==> config.mk <==
export PLATFORM = sky130hd
export DESIGN_NAME = l2_write_data_sequencer
export DESIGN_NICKNAME = d
export VERILOG_FILES = /design/src/rtl/l2_config_and_types.sv /design/src/rtl/l2_port_data_mux.sv /design/src/rtl/l2_write_data_sequencer.sv
export SDC_FILE = /design/constraint.sdc
export NUM_CORES = 1
export LEC_CHECK = 0
export ABC_AREA = 1
export BUFFER_PORTS_ARGS = -buffer_cell sky130_fd_sc_hd__buf_4
export CORE_MARGIN = 2
export CORE_UTILIZATION = 38
export CTS_CLUSTER_SIZE = 10
export DETAILED_ROUTE_END_ITERATION = 12
export PLACE_DENSITY = 0.82
export SYNTH_ARGS = -nofsm -noshare
export SYNTH_HDL_FRONTEND = slang
export SYNTH_HIERARCHICAL = 1
export SYNTH_SLANG_ARGS = --single-unit
export TNS_END_PERCENT = 10
==> constraint.sdc <==
create_clock -name clk -period 1.8 [get_ports clk]
set_clock_uncertainty 0.2 [all_clocks]
set_input_delay 0.36 -clock clk [delete_from_list [all_inputs] [get_ports clk]]
set_output_delay 0.36 -clock clk [all_outputs]
set_load 0.02 [all_outputs]
==> src/rtl/l2_config_and_types.sv <==
// ---------------------------------------------------------------------------
// l2_config_and_types
// Shared configuration constants and types for the L2 write path.
//   L2_NUM_PORTS / PORT_W      : number of requesting ports and port-id width
//   L2_MAX_BURST_BEATS         : longest burst (burst_size field is beats-1)
//   l2_data_attributes_t       : arbiter attributes entry {id, burst_size, abort}
//   l2_data_request_t          : per-port write-data entry {data, be}
//   l2_wr_seq_state_t          : write-data sequencer FSM states
// ---------------------------------------------------------------------------
package l2_config_and_types;

    localparam int L2_NUM_PORTS       = 2;
    localparam int PORT_W             = $clog2(L2_NUM_PORTS);
    localparam int L2_MAX_BURST_BEATS = 32;
    localparam int BURST_W            = $clog2(L2_MAX_BURST_BEATS);
    localparam int DATA_W             = 32;
    localparam int BE_W               = DATA_W / 8;

    typedef struct packed {
        logic [PORT_W-1:0]  id;
        logic [BURST_W-1:0] burst_size;  // beats - 1
        logic               abort;
    } l2_data_attributes_t;

    typedef struct packed {
        logic [DATA_W-1:0] data;
        logic [BE_W-1:0]   be;
    } l2_data_request_t;

    typedef enum logic {
        L2_WR_SEQ_IDLE,
        L2_WR_SEQ_ACTIVE
    } l2_wr_seq_state_t;

endpackage

==> src/rtl/l2_port_data_mux.sv <==
// ---------------------------------------------------------------------------
// l2_port_data_mux
// Selects the write-data FIFO head of the port owning the current burst and
// decodes the one-hot dequeue for that port.
//   i_cur_id          : port id of the burst in progress
//   i_port_data       : per-port FIFO heads
//   i_port_data_valid : per-port FIFO non-empty flags
//   i_fire            : a beat is consumed this cycle (sent or drained)
//   o_sel_data        : head of the selected port
//   o_sel_valid       : selected port has data
//   o_pop             : one-hot dequeue, only ever for i_cur_id
// ---------------------------------------------------------------------------
module l2_port_data_mux
    import l2_config_and_types::*;
(
    input  logic [PORT_W-1:0]                         i_cur_id,
    input  l2_data_request_t [L2_NUM_PORTS-1:0]       i_port_data,
    input  logic [L2_NUM_PORTS-1:0]                   i_port_data_valid,
    input  logic                                      i_fire,
    output l2_data_request_t                          o_sel_data,
    output logic                                      o_sel_valid,
    output logic [L2_NUM_PORTS-1:0]                   o_pop
);

    // Loop compare rather than a direct index so an id outside the port
    // range (non power-of-two port counts) selects nothing.
    always_comb begin
        // NOTE: every combinational output gets a default first so no path
        // leaves it unassigned, which would otherwise infer a latch.
        o_sel_data  = '0;
        o_sel_valid = 1'b0;
        o_pop       = '0;
        for (int i = 0; i < L2_NUM_PORTS; i++) begin
            if (i_cur_id == PORT_W'(i)) begin
                o_sel_data  = i_port_data[i];
                o_sel_valid = i_port_data_valid[i];
                o_pop[i]    = i_fire;
            end
        end
    end

endmodule

==> src/rtl/l2_write_data_sequencer.sv <==
// ---------------------------------------------------------------------------
// l2_write_data_sequencer
// Memory-side stage after the L2 arbiter. Takes one attributes entry per
// write request and moves that request's beats from the owning port's data
// FIFO to the memory write channel (or discards them when the request was
// aborted), so write data reaches memory in request order.
//
// Ports:
//   clk, rst          : clock, asynchronous active-high reset
//   attr_valid/attr   : attributes FIFO head; attr_pop dequeues it
//   port_data_valid   : per-port data FIFO non-empty
//   port_data         : per-port data FIFO heads; port_data_pop dequeues
//   mem_wr_*          : write beat channel (valid/ready, data, be, last)
//   busy              : burst in progress
//
// Build option: define L2_WR_SEQ_BACK_TO_BACK_EN to pick up the next
// attributes entry on the final beat of a burst (no idle cycle between
// bursts). Without it one IDLE cycle always separates bursts.
// ---------------------------------------------------------------------------
module l2_write_data_sequencer
    import l2_config_and_types::*;
(
    input  logic                                  clk,
    input  logic                                  rst,
    input  logic                                  attr_valid,
    input  l2_data_attributes_t                   attr,
    output logic                                  attr_pop,
    input  logic [L2_NUM_PORTS-1:0]               port_data_valid,
    input  l2_data_request_t [L2_NUM_PORTS-1:0]   port_data,
    output logic [L2_NUM_PORTS-1:0]               port_data_pop,
    output logic                                  mem_wr_valid,
    output logic [DATA_W-1:0]                     mem_wr_data,
    output logic [BE_W-1:0]                       mem_wr_be,
    output logic                                  mem_wr_last,
    input  logic                                  mem_wr_ready,
    output logic                                  busy
);

    l2_wr_seq_state_t    r_state;
    logic [BURST_W-1:0]  r_beat_cnt;   // beats remaining after the current one
    logic [PORT_W-1:0]   r_cur_id;
    logic                r_cur_abort;
    logic                r_init;       // low for the first cycle after reset

    logic                w_active;
    logic                w_sel_valid;
    l2_data_request_t    w_sel_data;
    logic                w_fire;
    logic                w_last_fire;

    assign w_active = (r_state == L2_WR_SEQ_ACTIVE);

    l2_port_data_mux u_port_data_mux (
        .i_cur_id          (r_cur_id),
        .i_port_data       (port_data),
        .i_port_data_valid (port_data_valid),
        .i_fire            (w_fire),
        .o_sel_data        (w_sel_data),
        .o_sel_valid       (w_sel_valid),
        .o_pop             (port_data_pop)
    );

    // Aborted bursts never present a beat; they drain as fast as data shows
    // up. Valid is a function of FIFO state only, never of mem_wr_ready.
    assign mem_wr_valid = w_active & ~r_cur_abort & w_sel_valid;
    assign w_fire       = w_active & w_sel_valid & (r_cur_abort | mem_wr_ready);
    assign w_last_fire  = w_fire & (r_beat_cnt == '0);

    assign mem_wr_data  = mem_wr_valid ? w_sel_data.data : '0;
    assign mem_wr_be    = mem_wr_valid ? w_sel_data.be   : '0;
    assign mem_wr_last  = mem_wr_valid & (r_beat_cnt == '0);
    assign busy         = w_active;

    // r_init keeps attr_pop quiet on the first cycle after reset release even
    // when the attributes FIFO already holds an entry.
`ifdef L2_WR_SEQ_BACK_TO_BACK_EN
    assign attr_pop = attr_valid & ((r_init & ~w_active) | w_last_fire);
`else
    assign attr_pop = attr_valid & r_init & ~w_active;
`endif

    always_ff @(posedge clk or posedge rst) begin
        // NOTE: state registers use non-blocking assignments so every
        // register samples the pre-edge values regardless of statement order.
        if (rst) begin
            r_state     <= L2_WR_SEQ_IDLE;
            r_beat_cnt  <= '0;
            r_cur_id    <= '0;
            r_cur_abort <= 1'b0;
            r_init      <= 1'b0;
        end else begin
            r_init <= 1'b1;
            case (r_state)
                L2_WR_SEQ_IDLE: begin
                    if (attr_pop) begin
                        r_cur_id    <= attr.id;
                        r_beat_cnt  <= attr.burst_size;
                        r_cur_abort <= attr.abort;
                        r_state     <= L2_WR_SEQ_ACTIVE;
                    end
                end
                L2_WR_SEQ_ACTIVE: begin
                    if (w_fire) begin
                        if (r_beat_cnt == '0) begin
                            // attr_pop can only be high here when back-to-back
                            // streaming is built in; otherwise drop to IDLE.
                            if (attr_pop) begin
                                r_cur_id    <= attr.id;
                                r_beat_cnt  <= attr.burst_size;
                                r_cur_abort <= attr.abort;
                            end else begin
                                r_state <= L2_WR_SEQ_IDLE;
                            end
                        end else begin
                            r_beat_cnt <= r_beat_cnt - 1'b1;
                        end
                    end
                end
                default: r_state <= L2_WR_SEQ_IDLE;
            endcase
        end
    end

endmodule

# Yosys cells after proc, flatten, opt, wreduce, memory -nomap -nowiden
# Cells that the tools add are included.
[op_classes] reduce_logical=2 eq_ne=2 add_sub_neg=1 mux=22 n_bitwise=10
[op_table] operator="$mux 36" count=1
[op_table] operator="$mux 32" count=1
[op_table] operator="$mux 5" count=3
[op_table] operator="$mux 1" count=12
[op_table] operator="$pmux 5 s2" count=1
[op_table] operator="$and 1x1->1" count=7
[op_table] operator="$pmux 1 s2" count=3
[op_table] operator="$logic_not 5->1" count=1
[op_table] operator="$sub 5x1->5 const B" count=1
[op_table] operator="$mux 4" count=1
[op_table] operator="$ne 2x1->1 const B" count=2
[op_table] operator="$not 1->1" count=2
[op_table] operator="$reduce_and 2->1" count=1
[op_table] operator="$or 1x1->1" count=1
[word_totals] output_inout_bits=42 ff_bits=9 input_bits=85

# Longest topological paths before layout
# Gate-level depths: netlist of the first run.
[depth] depth_word=6 mapped_depth=10

# Modules after synthesis
# The synthesis of the first run kept the hierarchy.
[modules_own_cells] module="l2_write_data_sequencer" instances=1 area_per_inst_um2=913.4 cells_per_inst=160
[modules_own_cells] module="l2_port_data_mux" instances=1 area_per_inst_um2=479.2 cells_per_inst=123

# Least setup slack after synthesis of the first run
# OpenSTA, ideal clock, no wires.
[synth_path] path_type="register -> output" startpoint="register r_cur_id" endpoint="output port mem_wr_be[0]" path_stages_with_launch=9 path_slack_ns=-0.229 n_path_buf=2 required_time_ns=1.240 arrival_time_ns=1.469 path_cell_list="dfrtp_1 > buf_4 > nand2_1 > nand2_1 > nand2_4 > nor2_4 > inv_2 > buf_6 > nor2_1"
[synth_via] elab_chain_len=3 word_cells_on_any_way=4 cone_classes="mux: 3; bitwise: 1"
[synth_lines] element="from (decl)" line="l2_write_data_sequencer.sv:41" source="logic [PORT_W-1:0] r_cur_id;"
[synth_lines] element="from (signal assigned)" line="l2_write_data_sequencer.sv:96" source="r_cur_id <= attr.id;"
[synth_lines] element="from (signal assigned)" line="l2_write_data_sequencer.sv:108" source="r_cur_id <= attr.id;"
[synth_lines] element="$mux 1" line="l2_port_data_mux.sv:34" source="if (i_cur_id == PORT_W'(i)) begin"
[synth_lines] element="via w_sel_valid" line="l2_write_data_sequencer.sv:46" source="logic w_sel_valid;"
[synth_lines] element="$and 1x1->1" line="l2_write_data_sequencer.sv:65" source="assign mem_wr_valid = w_active & ~r_cur_abort & w_sel_valid;"
[synth_lines] element="via mem_wr_valid" line="l2_write_data_sequencer.sv:31" source="output logic mem_wr_valid,"
[synth_lines] element="$mux 4" line="l2_write_data_sequencer.sv:70" source="assign mem_wr_be = mem_wr_valid ? w_sel_data.be : '0;"
[synth_lines] element="to (decl)" line="l2_write_data_sequencer.sv:33" source="output logic [BE_W-1:0] mem_wr_be,"
# The timed path passes the listed nets, and every way through them passes these cells.

# Worst setup path in the final report of the first run
[layout_path] startpoint="register r_cur_id" endpoint="output port mem_wr_data[0]"
[layout_via] elab_chain_len=3 word_cells_on_any_way=4 cone_classes="mux: 3; bitwise: 1"
[layout_lines] element="$mux 1" line="l2_port_data_mux.sv:34"
[layout_lines] element="via w_sel_valid" line="l2_write_data_sequencer.sv:46"
[layout_lines] element="$and 1x1->1" line="l2_write_data_sequencer.sv:65"
[layout_lines] element="$mux 32" line="l2_write_data_sequencer.sv:69" source="assign mem_wr_data = mem_wr_valid ? w_sel_data.data : '0;"
[layout_lines] element="to (decl)" line="l2_write_data_sequencer.sv:32" source="output logic [DATA_W-1:0] mem_wr_data,"
# The timed path passes the listed nets, and every way through them passes these cells.

==> results of run 1 <==
==> report_power, final <==
group / switching [uW] / leakage (uW) / total [uW] / internal, uW
logic: 2280 / 0.00161 / 4140 / 1860
registers: 79.8 / 0.000111 / 368 / 289
clock network: 75.1 / 0.0000150 / 161 / 85.7
total: 2430 / 0.00173 / 4660 / 2230
==> what timing repair did <==
| item | 4_1_cts | 5_1_grt |
|---|---|---|
| resized for setup | 45 | 3 |
| hold buffers | 1 | 0 |
| gates cloned | 2 | 1 |
| endpoints found under the hold margin | 9 | 0 |
| endpoints found under the setup margin | 40 | 41 |
| pin swaps | 8 | 2 |
| setup buffers | 3 | 1 |
==> logic make-up after synthesis <==
group / count (synthesis) / synth area share, %
compound gates: 3 / 1.078
fa+ha+maj: 1 / 0.8983
buf+inv: 61 / 20.13
flops: 9 / 16.17
other cells: 1 / 0.2693
simple gates: 208 / 61.46
==> layer usage <==
metal  vias to the layer above  share of wire, %
met5                         -                 0
met4                         0               1.9
met3                        11               7.3
met2                        85                53
met1                       947                38
li1                       1089                 -
==> registers in the layout (all words and copies together) (netlist names) <==
name	flops
r_beat_cnt	5
r_init	1
r_cur_id	1
busy	1
r_cur_abort	1
==> area by class of cell <==
type / instances / area (um^2) / area share (%)
flip-flops and latches: 9 / 225.2 / 7.557
clock buffers: 4 / 26.28 / 0.8816
multi-input cells: 213 / 1137 / 38.16
repair buffers: 146 / 1338 / 44.88
inverters: 50 / 196.4 / 6.591
well taps: 46 / 57.56 / 1.931
==> Yosys cell counts (2+ instances only) <==
| library cell | number | area [um^2] |
|---|---|---|
| buf_2 | 5 | 25.02 |
| buf_6 | 5 | 56.30 |
| dfrtp_1 | 9 | 225.2 |
| inv_1 | 46 | 172.7 |
| inv_2 | 2 | 7.510 |
| nand2_1 | 149 | 559.3 |
| nand3_1 | 8 | 40.04 |
| nor2_1 | 41 | 153.9 |
| nor2_4 | 4 | 45.04 |
| o21ai_0 | 3 | 15.01 |
==> through the flow <==
stage	utilization [%]	area, um^2	instances	TNS (ns)	setup slack, ns
floorplan	-	1653	283	-3.991	-0.1299
global placement	78.02	2665	456	-0.007900	-0.006681
detailed placement	78.02	2665	456	-0.3710	-0.03005
CTS	85.97	2937	466	-9.836	-0.2750
global route	87.25	2980	468	-14.00	-0.3843
finish	87.25	2980	468	-11.01	-0.3013
==> path summary, 6_finish.rpt <==
| check | cells after the start | slack (ns) | endpoint |
|---|---|---|---|
| worst max-delay path | 9 | -0.30 | mem_wr_data[0] |
| worst min-delay path | 3 | 0.09 | r_cur_id |
| worst max register to register | 12 | 0.18 | r_beat_cnt[1] |
| worst min register to register | 2 | 0.32 | r_beat_cnt[0] |
| max in group asynchronous | 3 | 0.72 | r_init |
| min in group asynchronous | 3 | 0.43 | r_beat_cnt[2] |
==> worst max-delay path, cell delays in order, from the launching register on <==
cell,delay (ns)
dfrtp_1,0.40
inv_2,0.07
nand2_2,0.05
nand2_2,0.08
nand2_4,0.06
nor2_4,0.13
inv_6,0.09
buf_6,0.15
nor2_1,0.08
buf_4,0.14
==> results.cfg, run 1 <==
[routing]
dr.pass1.iters = 4
via_count = 2132
drt-total-wl_um = 5602
ant_nets = 0
drc = 0
routed_via_density = 4.556
wl_per_cell_um = 11.97
drtIter0Drc = 86

[floorplan]
die_w_um = 64.54
io_pins = 127
dieHeight_um = 64.54
dieArea_mm2 = 0.004165
num_rows = 21
start_util_pct = 40.77
core_area_mm2 = 0.003416

[clocking]
cts.sinks = 9
cts_tree = built
clkLatencyLatePin_ns = 0.27
clockBufferDepth = 2
cts_root_buf = clkbuf_4
cts_made_buffers = 3
h-tree-depth = 1
cts.reportedPaths.clkPinSlew_ns = 0.06

[synthesis]
synth_seq_cells = 9
ys_async_sr_fraction_pct = 100.0
synthCells = 283
avgSynthCellArea_um2 = 4.921
seq_area_frac_synth_pct = 16.17
ys_types = 21
synth_edf_count = 0
synth_area_mm2 = 0.001393
synth_fp_nets = 369
yosysWarnings = 6
synthFlopType = dfrtp_1

[setup_path]
startpoint = r_cur_id
startpoint_type = register
endpoint_kind = output port
crit_required_ns = 1.24
cp_max_fo = 6
critical_path_arrival_ns = 1.54
path_class = reg2out
r2r_start = r_cur_id

[placement]
portBuffers = 126
hpwl_um = 4000
gp_congestion = 0.8456

[finish]
antennaDiodeCount = 0
layout_common_cells = 147 x nand2_1, 104 x buf_4, 46 x inv_1
drive_gt1_share_pct = 46.68
final_nets = 509
syn_to_final_growth_pct = 114.0
layout_commonest_cell = nand2_1
fillerInstances = 204

[grt]
grt_max_degree = 37
grt_pass1_wl_um = 8680
gr-usage-met1_pct = 30.74
grt_use_total_pct = 25.80
grt.busiest_layer = met2
grt_use_met3_pct = 4.340
antenna_found_initial = 0
grt_pass1_vias = 1938
use_met2_pct = 47.79
grt-ovfl-total = 0

[timing]
setup_viol_count_final = 40
holdWs_ns = 0.08545
clock.fmax_ghz = 0.4759
period_share_pct = 116.7
finalMaxSlewViolations = 0
finalCriticalPeriod_ns = 2.101
setup_slack_ns = -0.3013
rsz0062_at_grt = true
hold_viol = 0

[power]
leakage_uw = 0.001734
irDropWorstVdd_uv = 1074
powerDensity_mw_per_mm2 = 1565
total_power_uw = 4664

[outcome]
violations = negative setup slack
outcome = complete, but fails checks

[flow_run]
drv_cap = 0

[worst_hold_path]
hold_class = in2reg
min-delay-start = attr[6]
Power figures use the tool's default switching activity.
==> run 2, diff against run 1 <==
CORE_UTILIZATION = 40   (was 38)
PLACE_DENSITY = 0.86   (was 0.82)
clock period = 2.6 ns   (was 1.8 ns; I/O delays follow)
==> run 2 against run 1 <==
Compared with the run above: the flow now finishes without violations; cell area shrank 21%; flip-flop and latch count is the same; cell count shrank 3.8%; critical path type unchanged; largest cell class unchanged.
==> results.cfg, run 2 (same netlist as run 1, synthesis figures left out) <==
[grt]
grt_use_met3_pct = 4.144
antenna_found_initial = 0
grt_use_total_pct = 24.71
grt.busiest_layer = met2
grt_pass1_wl_um = 7969
gr-usage-met1_pct = 30.40
grt_pass1_vias = 1694
use_met2_pct = 43.22
grt-ovfl-total = 0
grt_max_degree = 39

[timing]
rsz0062_at_grt = false
holdWs_ns = 0.02131
clock.fmax_ghz = 0.4234
fin_tns_setup_ns = 0
finalCriticalPeriod_ns = 2.362
setup_viol_count_final = 0
finalMaxSlewViolations = 0
setup_slack_ns = 0.2382
hold_viol = 0
period_share_pct = 90.84

[placement]
hpwl_um = 3884
portBuffers = 126
place_ws_ns = 0.2021
gp_congestion = 0.9086

[setup_path]
cp_top_family = flip-flops
r2r_start = busy
startpoint_type = register
cpMaxStageDelayCell = dfrtp_1
critical_path_arrival_ns = 1.64
cp-endpoint = mem_wr_be[1]
worst-path-stages = 5
endpoint_kind = output port
crit_path_max_incr_delay_ns = 0.64
r2r_setup_slack_ns = 0.97
cp_max_fo = 37
startpoint = busy
cp.buffers_inverters = 2
crit_required_ns = 1.88
timing.rr.end = r_beat_cnt[3]
path_class = reg2out
path_cells = nand2_4 > nor2_4 > inv_4 > nor2_1 > buf_4
reg2reg_depth = 7

[clocking]
cts.sinks = 9
cts_root_buf = clkbuf_4
postCtsSetupBuffers = 0
clkLatencyLatePin_ns = 0.27
h-tree-depth = 1
clockBufferDepth = 2
cts_made_buffers = 3
cts.reportedPaths.clkPinSlew_ns = 0.07
cts_tree = built
cts_hold_buffers = 0

[routing]
drc = 0
drt-total-wl_um = 4924
routed_via_density = 4.409
dr.pass1.iters = 4
wl_per_cell_um = 10.94
via_count = 1984
drtIter0Drc = 164
ant_nets = 0

[finish]
largest-register = r_beat_cnt
fillerInstances = 314
largest_register_ffs = 5
antennaDiodeCount = 0
drive_gt1_share_pct = 35.64
final_nets = 491
utilization_pct = 70.45
layout_common_cells = 149 x nand2_1, 128 x buf_4, 46 x inv_1
layout_commonest_cell = nand2_1
syn_to_final_growth_pct = 68.82

[floorplan]
io_pins = 127
dieHeight_um = 63.01
num_rows = 21
core_area_mm2 = 0.003337
dieArea_mm2 = 0.003970
die_w_um = 63.01
start_util_pct = 41.73

[flow_run]
drv_cap = 0

[power]
leakage_uw = 0.001557
total_power_uw = 2257
powerDensity_mw_per_mm2 = 959.9
irDropWorstVdd_uv = 604.1

[outcome]
outcome = complete, no violations

[worst_hold_path]
hold_class = in2async
-- run 2: cell types whose count changed in the layout (fill, tap and decap cells not counted), moves of 2 or more --
cell and change:
buf_12 -4, buf_16 -2, buf_4 +24, buf_6 -33
nand2_1 +2, nand2_2 -2, nor2_1 +34, nor2_2 -2
nor2_4 -32
-- run 2: how the worst min path moves through the flow --
stage,start,endpoint
floorplan,rst,busy
global placement,r_beat_cnt[1],r_beat_cnt[1]
detailed placement,r_beat_cnt[0],r_beat_cnt[0]
CTS,rst,r_cur_id
global route,rst,r_cur_id
finish,rst,r_beat_cnt[4]
-- run 2: metal layers --
metal | vias to the layer above | wire, um
met5 | - | 0
met4 | 0 | 94
met3 | 10 | 309
met2 | 74 | 2525
met1 | 854 | 1995
li1 | 1046 | -
-- run 2: final cells by class --
| class | count | area, um^2 | area share, % |
|---|---|---|---|
| repair buffers | 128 | 960.9 | 40.87 |
| clock buffers | 4 | 26.28 | 1.118 |
| inverters | 50 | 193.9 | 8.249 |
| multi-input cells | 213 | 887.1 | 37.73 |
| flip-flops and latches | 9 | 225.2 | 9.580 |
| well taps | 46 | 57.56 | 2.448 |
-- run 2: stage by stage --
step           std cells  instance area [um^2]
6_report             450                  2351
5_1_grt              450                  2351
4_1_cts              450                  2349
3_5_place_dp         446                  2322
3_3_place_gp         446                  2322
2_1_floorplan        283                  1393
-- run 2: timing repair --
item,in CTS,in global routing
endpoints found under the hold margin,0,0
endpoints found under the setup margin,0,9
gates resized for setup,0,2
-- run 2: report_power, final --
part	internal [uW]	leakage (uW)	switching, uW
combinational	715	0.00143	1150
sequential	199	0.000111	77.1
clock	59.4	0.0000150	54.5
